File: src/rtl/risc_multicycle_fsm.sv
// risc_multicycle_fsm
//   Main control FSM of a multicycle RISC-V style core (lw, sw, R-type,
//   I-type ALU, beq, jal). The state is a register; every control output is
//   combinational from the current state and the instruction fields, so the
//   datapath sees the controls in the same cycle the state is entered.
//
// Ports
//   clk          sole clock, rising edge
//   rst          synchronous, active-high reset (forces FETCH, silences enables)
//   op           opcode, instruction bits [6:0]
//   funct3       instruction bits [14:12]
//   funct7b5     instruction bit 30
//   zero         ALU zero flag
//   mem_ready    memory accepts/completes the current access this cycle
//   mem_req      memory access requested this cycle
//   adr_src      memory address: 0 = PC, 1 = ALU result register
//   ir_write, pc_write, reg_write, mem_write   write enables
//   result_src   00 ALUOut, 01 Data, 10 ALUResult
//   alu_src_a    00 PC, 01 OldPC, 10 rs1
//   alu_src_b    00 rs2, 01 ImmExt, 10 constant 4
//   alu_control  000 add, 001 sub, 010 and, 011 or, 101 slt
//   imm_src      00 I, 01 S, 10 B, 11 J
//   instr_done   pulse on the last cycle of each instruction
//   illegal_op   pulse in DECODE for an unsupported opcode
//   state        current state code, for debug
module risc_multicycle_fsm (
   input  logic       clk,
   input  logic       rst,
   input  logic [6:0] op,
   input  logic [2:0] funct3,
   input  logic       funct7b5,
   input  logic       zero,
   input  logic       mem_ready,
   output logic       mem_req,
   output logic       adr_src,
   output logic       ir_write,
   output logic       pc_write,
   output logic       reg_write,
   output logic       mem_write,
   output logic [1:0] result_src,
   output logic [1:0] alu_src_a,
   output logic [1:0] alu_src_b,
   output logic [2:0] alu_control,
   output logic [1:0] imm_src,
   output logic       instr_done,
   output logic       illegal_op,
   output logic [3:0] state
);

   typedef enum logic [3:0] {
      S_FETCH    = 4'd0,
      S_DECODE   = 4'd1,
      S_MEMADR   = 4'd2,
      S_MEMREAD  = 4'd3,
      S_MEMWB    = 4'd4,
      S_MEMWRITE = 4'd5,
      S_EXECR    = 4'd6,
      S_EXECI    = 4'd7,
      S_ALUWB    = 4'd8,
      S_BEQ      = 4'd9,
      S_JAL      = 4'd10
   } state_t;

   localparam logic [6:0] OP_LW   = 7'b0000011;
   localparam logic [6:0] OP_SW   = 7'b0100011;
   localparam logic [6:0] OP_R    = 7'b0110011;
   localparam logic [6:0] OP_I    = 7'b0010011;
   localparam logic [6:0] OP_BEQ  = 7'b1100011;
   localparam logic [6:0] OP_JAL  = 7'b1101111;

   localparam logic [2:0] ALU_ADD = 3'b000;
   localparam logic [2:0] ALU_SUB = 3'b001;
   localparam logic [2:0] ALU_AND = 3'b010;
   localparam logic [2:0] ALU_OR  = 3'b011;
   localparam logic [2:0] ALU_SLT = 3'b101;

   state_t cur, nxt;
   logic [2:0] alu_funct;

   assign state = cur;

   always_ff @(posedge clk) begin
      if (rst) cur <= S_FETCH;
      else     cur <= nxt;
   end

   // Subtract only for R-type (op[5]=1) with funct7b5 set; addi with bit 30
   // set is still an add because that bit belongs to the immediate.
   always_comb begin
      alu_funct = ALU_ADD;
      case (funct3)
         3'b000:  alu_funct = (op[5] && funct7b5) ? ALU_SUB : ALU_ADD;
         3'b010:  alu_funct = ALU_SLT;
         3'b110:  alu_funct = ALU_OR;
         3'b111:  alu_funct = ALU_AND;
         default: alu_funct = ALU_ADD;
      endcase
   end

   always_comb begin
      case (op)
         OP_SW:   imm_src = 2'b01;
         OP_BEQ:  imm_src = 2'b10;
         OP_JAL:  imm_src = 2'b11;
         default: imm_src = 2'b00;
      endcase
   end

   always_comb begin
      nxt         = S_FETCH;
      mem_req     = 1'b0;
      adr_src     = 1'b0;
      ir_write    = 1'b0;
      pc_write    = 1'b0;
      reg_write   = 1'b0;
      mem_write   = 1'b0;
      result_src  = 2'b00;
      alu_src_a   = 2'b00;
      alu_src_b   = 2'b00;
      alu_control = ALU_ADD;
      instr_done  = 1'b0;
      illegal_op  = 1'b0;

      case (cur)
         S_FETCH: begin
            mem_req    = 1'b1;
            alu_src_b  = 2'b10;
            result_src = 2'b10;
            ir_write   = mem_ready;
            pc_write   = mem_ready;
            nxt        = mem_ready ? S_DECODE : S_FETCH;
         end
         S_DECODE: begin
            alu_src_a = 2'b01;
            alu_src_b = 2'b01;
            case (op)
               OP_LW, OP_SW: nxt = S_MEMADR;
               OP_R:         nxt = S_EXECR;
               OP_I:         nxt = S_EXECI;
               OP_BEQ:       nxt = S_BEQ;
               OP_JAL:       nxt = S_JAL;
               default: begin
                  nxt        = S_FETCH;
                  illegal_op = 1'b1;
                  instr_done = 1'b1;
               end
            endcase
         end
         S_MEMADR: begin
            alu_src_a = 2'b10;
            alu_src_b = 2'b01;
            nxt       = (op == OP_LW) ? S_MEMREAD : S_MEMWRITE;
         end
         S_MEMREAD: begin
            mem_req = 1'b1;
            adr_src = 1'b1;
            nxt     = mem_ready ? S_MEMWB : S_MEMREAD;
         end
         S_MEMWB: begin
            result_src = 2'b01;
            reg_write  = 1'b1;
            instr_done = 1'b1;
            nxt        = S_FETCH;
         end
         S_MEMWRITE: begin
            mem_req    = 1'b1;
            adr_src    = 1'b1;
            mem_write  = 1'b1;
            instr_done = mem_ready;
            nxt        = mem_ready ? S_FETCH : S_MEMWRITE;
         end
         S_EXECR: begin
            alu_src_a   = 2'b10;
            alu_src_b   = 2'b00;
            alu_control = alu_funct;
            nxt         = S_ALUWB;
         end
         S_EXECI: begin
            alu_src_a   = 2'b10;
            alu_src_b   = 2'b01;
            alu_control = alu_funct;
            nxt         = S_ALUWB;
         end
         S_ALUWB: begin
            reg_write  = 1'b1;
            instr_done = 1'b1;
            nxt        = S_FETCH;
         end
         S_BEQ: begin
            alu_src_a   = 2'b10;
            alu_src_b   = 2'b00;
            alu_control = ALU_SUB;
            pc_write    = zero;
            instr_done  = 1'b1;
            nxt         = S_FETCH;
         end
         S_JAL: begin
            alu_src_a = 2'b01;
            alu_src_b = 2'b10;
            pc_write  = 1'b1;
            nxt       = S_ALUWB;
         end
         default: nxt = S_FETCH;
      endcase

      // Reset wins over whatever the current state would request.
      if (rst) begin
         mem_req    = 1'b0;
         ir_write   = 1'b0;
         pc_write   = 1'b0;
         reg_write  = 1'b0;
         mem_write  = 1'b0;
         instr_done = 1'b0;
         illegal_op = 1'b0;
      end
   end

endmodule

File: config.mk
export PLATFORM = sky130hd
export DESIGN_NAME = risc_multicycle_fsm
export DESIGN_NICKNAME = d
export VERILOG_FILES = /design/src/rtl/risc_multicycle_fsm.sv
export SDC_FILE = /design/constraint.sdc
export NUM_CORES = 1
export LEC_CHECK = 0
export ABC_AREA = 1
export ABC_CLOCK_PERIOD_IN_PS = 1050
export BUFFER_PORTS_ARGS = -buffer_cell sky130_fd_sc_hd__buf_2
export CAP_MARGIN = 40
export CORE_UTILIZATION = 37
export DETAILED_ROUTE_END_ITERATION = 6
export PLACE_DENSITY = 0.79
export SLEW_MARGIN = 20
export SYNTH_ARGS = -nofsm -noshare
export SYNTH_HDL_FRONTEND = slang
export SYNTH_SLANG_ARGS = --single-unit
File: constraint.sdc
create_clock -name clk -period 1.05 [get_ports clk]
set_input_delay 0 -clock clk [delete_from_list [all_inputs] [get_ports clk]]
set_output_delay 0 -clock clk [all_outputs]
set_load 0.02 [all_outputs]
## Word-level counts from Yosys, hierarchy flattened

Index checks and enable logic that the tools add are counted.

| cells by class | value |
|---|---|
| reduce and logical (&&, ||, !) cells | 15 |
| multiplexer cells | 29 |
| eq/ne operators | 19 |

Operator list:

| cell | count |
|---|---|
| $pmux W4 S6 | 1 |
| $pmux W4 S5 | 1 |
| $eq A4 B3 Y1 const B | 4 |
| $mux W1 | 16 |
| $eq A7 B6 Y1 const B | 2 |
| $eq A7 B7 Y1 const B | 2 |
| $eq A4 B4 Y1 const B | 3 |
| $pmux W2 S2 | 3 |
| $pmux W3 S4 | 1 |
| $reduce_or A2 Y1 | 6 |
| $reduce_or A3 Y1 | 4 |
| $mux W3 | 3 |
| $eq A4 B2 Y1 const B | 2 |
| $eq A7 B2 Y1 const B | 1 |
| $eq A7 B5 Y1 const B | 1 |
| $eq A3 B3 Y1 const B | 2 |
| $pmux W1 S3 | 2 |
| $pmux W2 S3 | 1 |
| $pmux W3 S2 | 1 |
| $reduce_or A6 Y1 | 1 |
| $eq A4 B1 Y1 const B | 1 |
| $logic_not A4 Y1 | 1 |
| $reduce_or A4 Y1 | 1 |
| $eq A3 B2 Y1 const B | 1 |
| 2 further kinds | 2 |

| storage, ports and cells | value |
|---|---|
| word-level logic and storage cells | 64 |
| bits in registers | 4 |
| input bits | 15 |
| output and inout bits | 23 |

## Longest topological paths before layout

| depth | value |
|---|---|
| word-level depth | 5 |
| gate-level depth with buffers | 9 |
| depth with buffers taken out | 9 |

## Worst setup path before layout

OpenSTA, ideal clock, no wires.

| timing path | value |
|---|---|
| path kind | reg-to-output |
| start point | register cur[0], in the netlist state[0] |
| end point | output port illegal_op |
| arrival time | 1.282 ns |
| buffers on the path | 0 |
| slack | -0.232 ns |
| stages on the path, launching flop included | 9 |
| data required time | 1.050 ns |
| cells stage by stage | dfxtp_1 -> inv_2 -> nor2_4 -> nand2_4 -> clkinv_2 -> nand2_2 -> inv_2 -> nand2_1 -> nor2_1 |

| on the way | value |
|---|---|
| word-level cells in the longest chain between the ends | 3 |

RTL lines:

| what | RTL line | RTL |
|---|---|---|
| start: declaration | 77 | `state_t cur, nxt;` |
| start signal: assignment | 84 | `else cur <= nxt;` |
| $eq A4 B1 Y1 | 124 | `case (cur)` |
| $mux W1 | 124 |  |
| $mux W1 | 207 | `if (rst) begin` |
| end: declaration | 46 | `output logic illegal_op,` |

No other way between the ends.

## Final worst setup path

| timing path | value |
|---|---|
| start point | register cur[0], in the netlist state[0] |
| end point | output port instr_done |

| on the way | value |
|---|---|
| word-level cells in the longest chain between the ends | 4 |
| elaborated cells between the ends (all ways) | 8 |
| those cells by class | eq/ne (5); mux (2); reduce/logical (1) |

RTL lines:

| what | RTL line | RTL |
|---|---|---|
| $eq A4 B4 Y1 / $eq A4 B3 Y1 (equally long branches) | 124 |  |
| $reduce_or A3 Y1 (no source line) | n/a |  |
| $pmux W1 S3 * | 124 |  |
| $mux W1 * | 207 |  |
| end: declaration | 45 | `output logic instr_done,` |

Every way passes the cells marked *; elsewhere a longest branch is shown, timed or not.

==> run_results.csv <==
group,metric,value,unit
grt,antenna_found_initial,0,
yosys,synth_area,578,µm²
outcome,status,"finished with violations",
clock_network,cts_tree,"built",
setup_path,rr_worst_depth,9,
routing,drc_errors,0,
sta,fin_crit,1.43,ns
grt,use_met2,51.2,%
yosys,synth_ff_type,"dfxtp_1",
yosys,yosys.area.top_type,"nand2_1",
yosys,synth_area_leaders,"nand2_1, dfxtp_1, nor2_1, inv_1, nand3_1",
setup_path,path_class,"register to primary output",
routing,drt_first_iter_violations,45,
floorplan,start_util,41.8,%
finish,largest_reg_flops,4,
power,leakage,0.684,nW
finish,drive_gt1_share,61.6,%
setup_path,slowest_stage,"dfxtp_4",
sta,hold_violations,0,
clock_network,cts.sinks,4,
setup_path,path_cells,"inv_4, nor2_4, nand2_4, clkinv_4, nand2_2, inv_2, nand2_4, a21oi_4, buf_6",
setup_path,worst_setup_path_end_kind,"primary output",
yosys,syn_area_per_cell,4.94,µm²
clock_network,clk_latency,0.24,ns
sta,rsz0062_at_grt,"true",
finish,num_antenna_cells,0,
yosys,synth_nets,132,
floorplan,num_io_pins,38,
power,peakVddDrop,0.000381,V
min_path,hold_depth,2,
placement,port_buffers,37,
setup_path,critPathMostFrequentCell,"nand2_4",
routing,dr.pass1.iters,4,
setup_path,crit_arrival,1.43,ns
clock_network,htreeDepth,1,
floorplan,dieArea,0.00172,mm²
sta,clock_skew,0.000432,ns
setup_path,r2r_end,"state[2]",
yosys,synthCells,117,
routing,wl,2910,µm
routing,wire_per_inst,15.6,µm
min_path,holdPathEnd,"state[1]",
yosys,yosys.cell_types.count,20,
grt,grt_max_degree,10,
yosys,ys_seq_area_share,13.9,%
setup_path,crit_fanout,5,
sta,slew_violations,0,
floorplan,fp-row-count,13,
floorplan,fp.dieH,41.5,µm
setup_path,r2r_setup_slack,-0.14,ns
routing,viasPerCell,5.45,
placement,routabilityCongestion,0.901,
grt,grt_pass1_wl,3910,µm
yosys,synth-edff-count,0,
sta,period_share,136,%
grt,grt_overflow_total,0,
placement,post-dp-hpwl,1480,µm
finish,syn_to_final_growth,103,%
floorplan,core,0.00138,mm²
setup_path,r2r_start,"state[0]",
floorplan,fp.dieW,41.5,µm
grt,grt.busiest_layer,"met2",
placement,place_area,910,µm²
clock_network,clkTransAtPathRegs,0.04,ns
routing,num_vias,1020,
flow_run,max_cap_viol_count,0,
min_path,hold_start,"rst",
setup_path,crit_path_max_incr_delay,0.36,ns
yosys,synth_top_area_share,23.4,%
clock_network,cts_root_buf,"clkbuf_4",
sta,tightest_slew,0.410,ns
sta,layout_setup_ws,-0.378,ns
sta,relSlewSlack,72.4,%
grt,use_met1,33.9,%
sta,timing.fmax,700,MHz
yosys,yosysWarningCount,0,
finish,final_cell_area,0.00117,mm²
sta,setup_violations,21,
routing,ant_nets,0,
grt,grt.met3_usage,1.74,%
power,p_per_area,525,mW/mm²
grt,grt_pass1_vias,900,
clock_network,holdBufCountCts,0,
placement,dp_slack,-0.0916,ns
setup_path,critical-path-top-delay-family,"flip-flops",
yosys,async_flop_share,0,%
finish,nets,189,
grt,grt_use_total,28.7,%
clock_network,cts_buffers,3,
clock_network,clock_path_buffers,2,
setup_path,path_buf_inv,4,
setup_path,worstPathRequired,1.05,ns
setup_path,start_kind,"register",
yosys,ys_ff_latch,4,
sta,hold_slack,0.112,ns
min_path,holdCritPathClass,"primary input to register",
outcome,failed_checks,"negative setup slack",
final cells by class:
type / count / area (µm²)
Timing Repair Buffer: 53 / 405
Multi-Input combinational cell: 87 / 531
Fill cell: 73 / 209
Tap cell: 15 / 18.8
Inverter: 25 / 101
Sequential cell: 4 / 95.1
Clock buffer: 3 / 22.5
per-stage QoR:
stage               util (%)  total power [mW]  TNS (ns)  std cells
CTS                     78.4             0.575     -3.34        185
floorplan                  -             0.275   -0.0397        117
global route            84.9             0.649     -5.58        187
detailed placement      65.8             0.356    -0.409        180
finish                  84.9             0.617     -4.53        187
global placement        65.8             0.350    -0.212        180
cells in the mapped netlist, types with 2 or more instances:
master and n:
nand2_1 36, nor2_1 21, inv_1 19, nand3_1 10, a21oi_1 5, inv_2 5, dfxtp_1 4, nand2_2 2
nand3b_1 2, nor2_4 2, o21ai_0 2
report_power, final:
part           switching [mW]  internal (mW)
Sequential            0.00486          0.148
Combinational           0.158          0.112
Clock                  0.0662          0.128
worst max path at each step:
| stage | from | endpoint | slack (ns) | depth (start not counted) |
|---|---|---|---|---|
| 2_1_floorplan | state[2] | instr_done | -0.04 | 7 |
| 3_3_place_gp | state[2] | state[2] | -0.06 | 8 |
| 3_5_place_dp | state[0] | instr_done | -0.09 | 9 |
| 4_1_cts | state[0] | instr_done | -0.31 | 9 |
| 5_1_grt | state[0] | instr_done | -0.43 | 9 |
| 6_report | state[0] | instr_done | -0.38 | 9 |
cell families (layout without fill, tap and decap cells):
logic type | Yosys count | after routing | synth area share (%)
DFF | 4 | 4 | 13.9
buffers and inverters | 26 | 81 | 17.1
and+or+nand+nor | 77 | 77 | 59.3
AOI/OAI and AO/OA | 10 | 10 | 9.74
layer usage:
metal / vias up / share of wire [%]
li1: 466 / -
met1: 448 / 35
met2: 83 / 50
met3: 23 / 11
met4: 0 / 4.5
met5: - / 0
what timing repair did:
| action | CTS | global route |
|---|---|---|
| endpoints found under the hold margin | 0 | 0 |
| setup endpoints to repair | 21 | 21 |
| pin swaps | 7 | 10 |
| resized for setup | 48 | 23 |
| buffers inserted | 3 | 3 |
cell usage in the layout (no fill, tap or decap):
cell type,synthesis,final
nor2_4,2,5
nor3_4,0,1
nand2_4,1,4
clkinv_4,0,1
nand4_1,1,1
and3_1,1,1
o21ai_1,1,1
nor2_1,21,13
nor2_2,0,5
inv_2,5,12
inv_1,19,11
clkbuf_4,0,3
inv_4,0,1
buf_2,0,21
buf_4,0,16
a21oi_1,5,4
nand3_4,0,1
o21ai_2,0,1
nand3_2,0,3
o21ai_0,2,1
nand2_2,2,10
nand2_1,36,25
dfxtp_4,0,4
o211ai_1,1,1
a21oi_2,1,1
a21oi_4,0,1
nand3_1,10,6
nand3b_1,2,2
buf_6,0,16
Note: power is estimated with default switching activity, not from simulation.
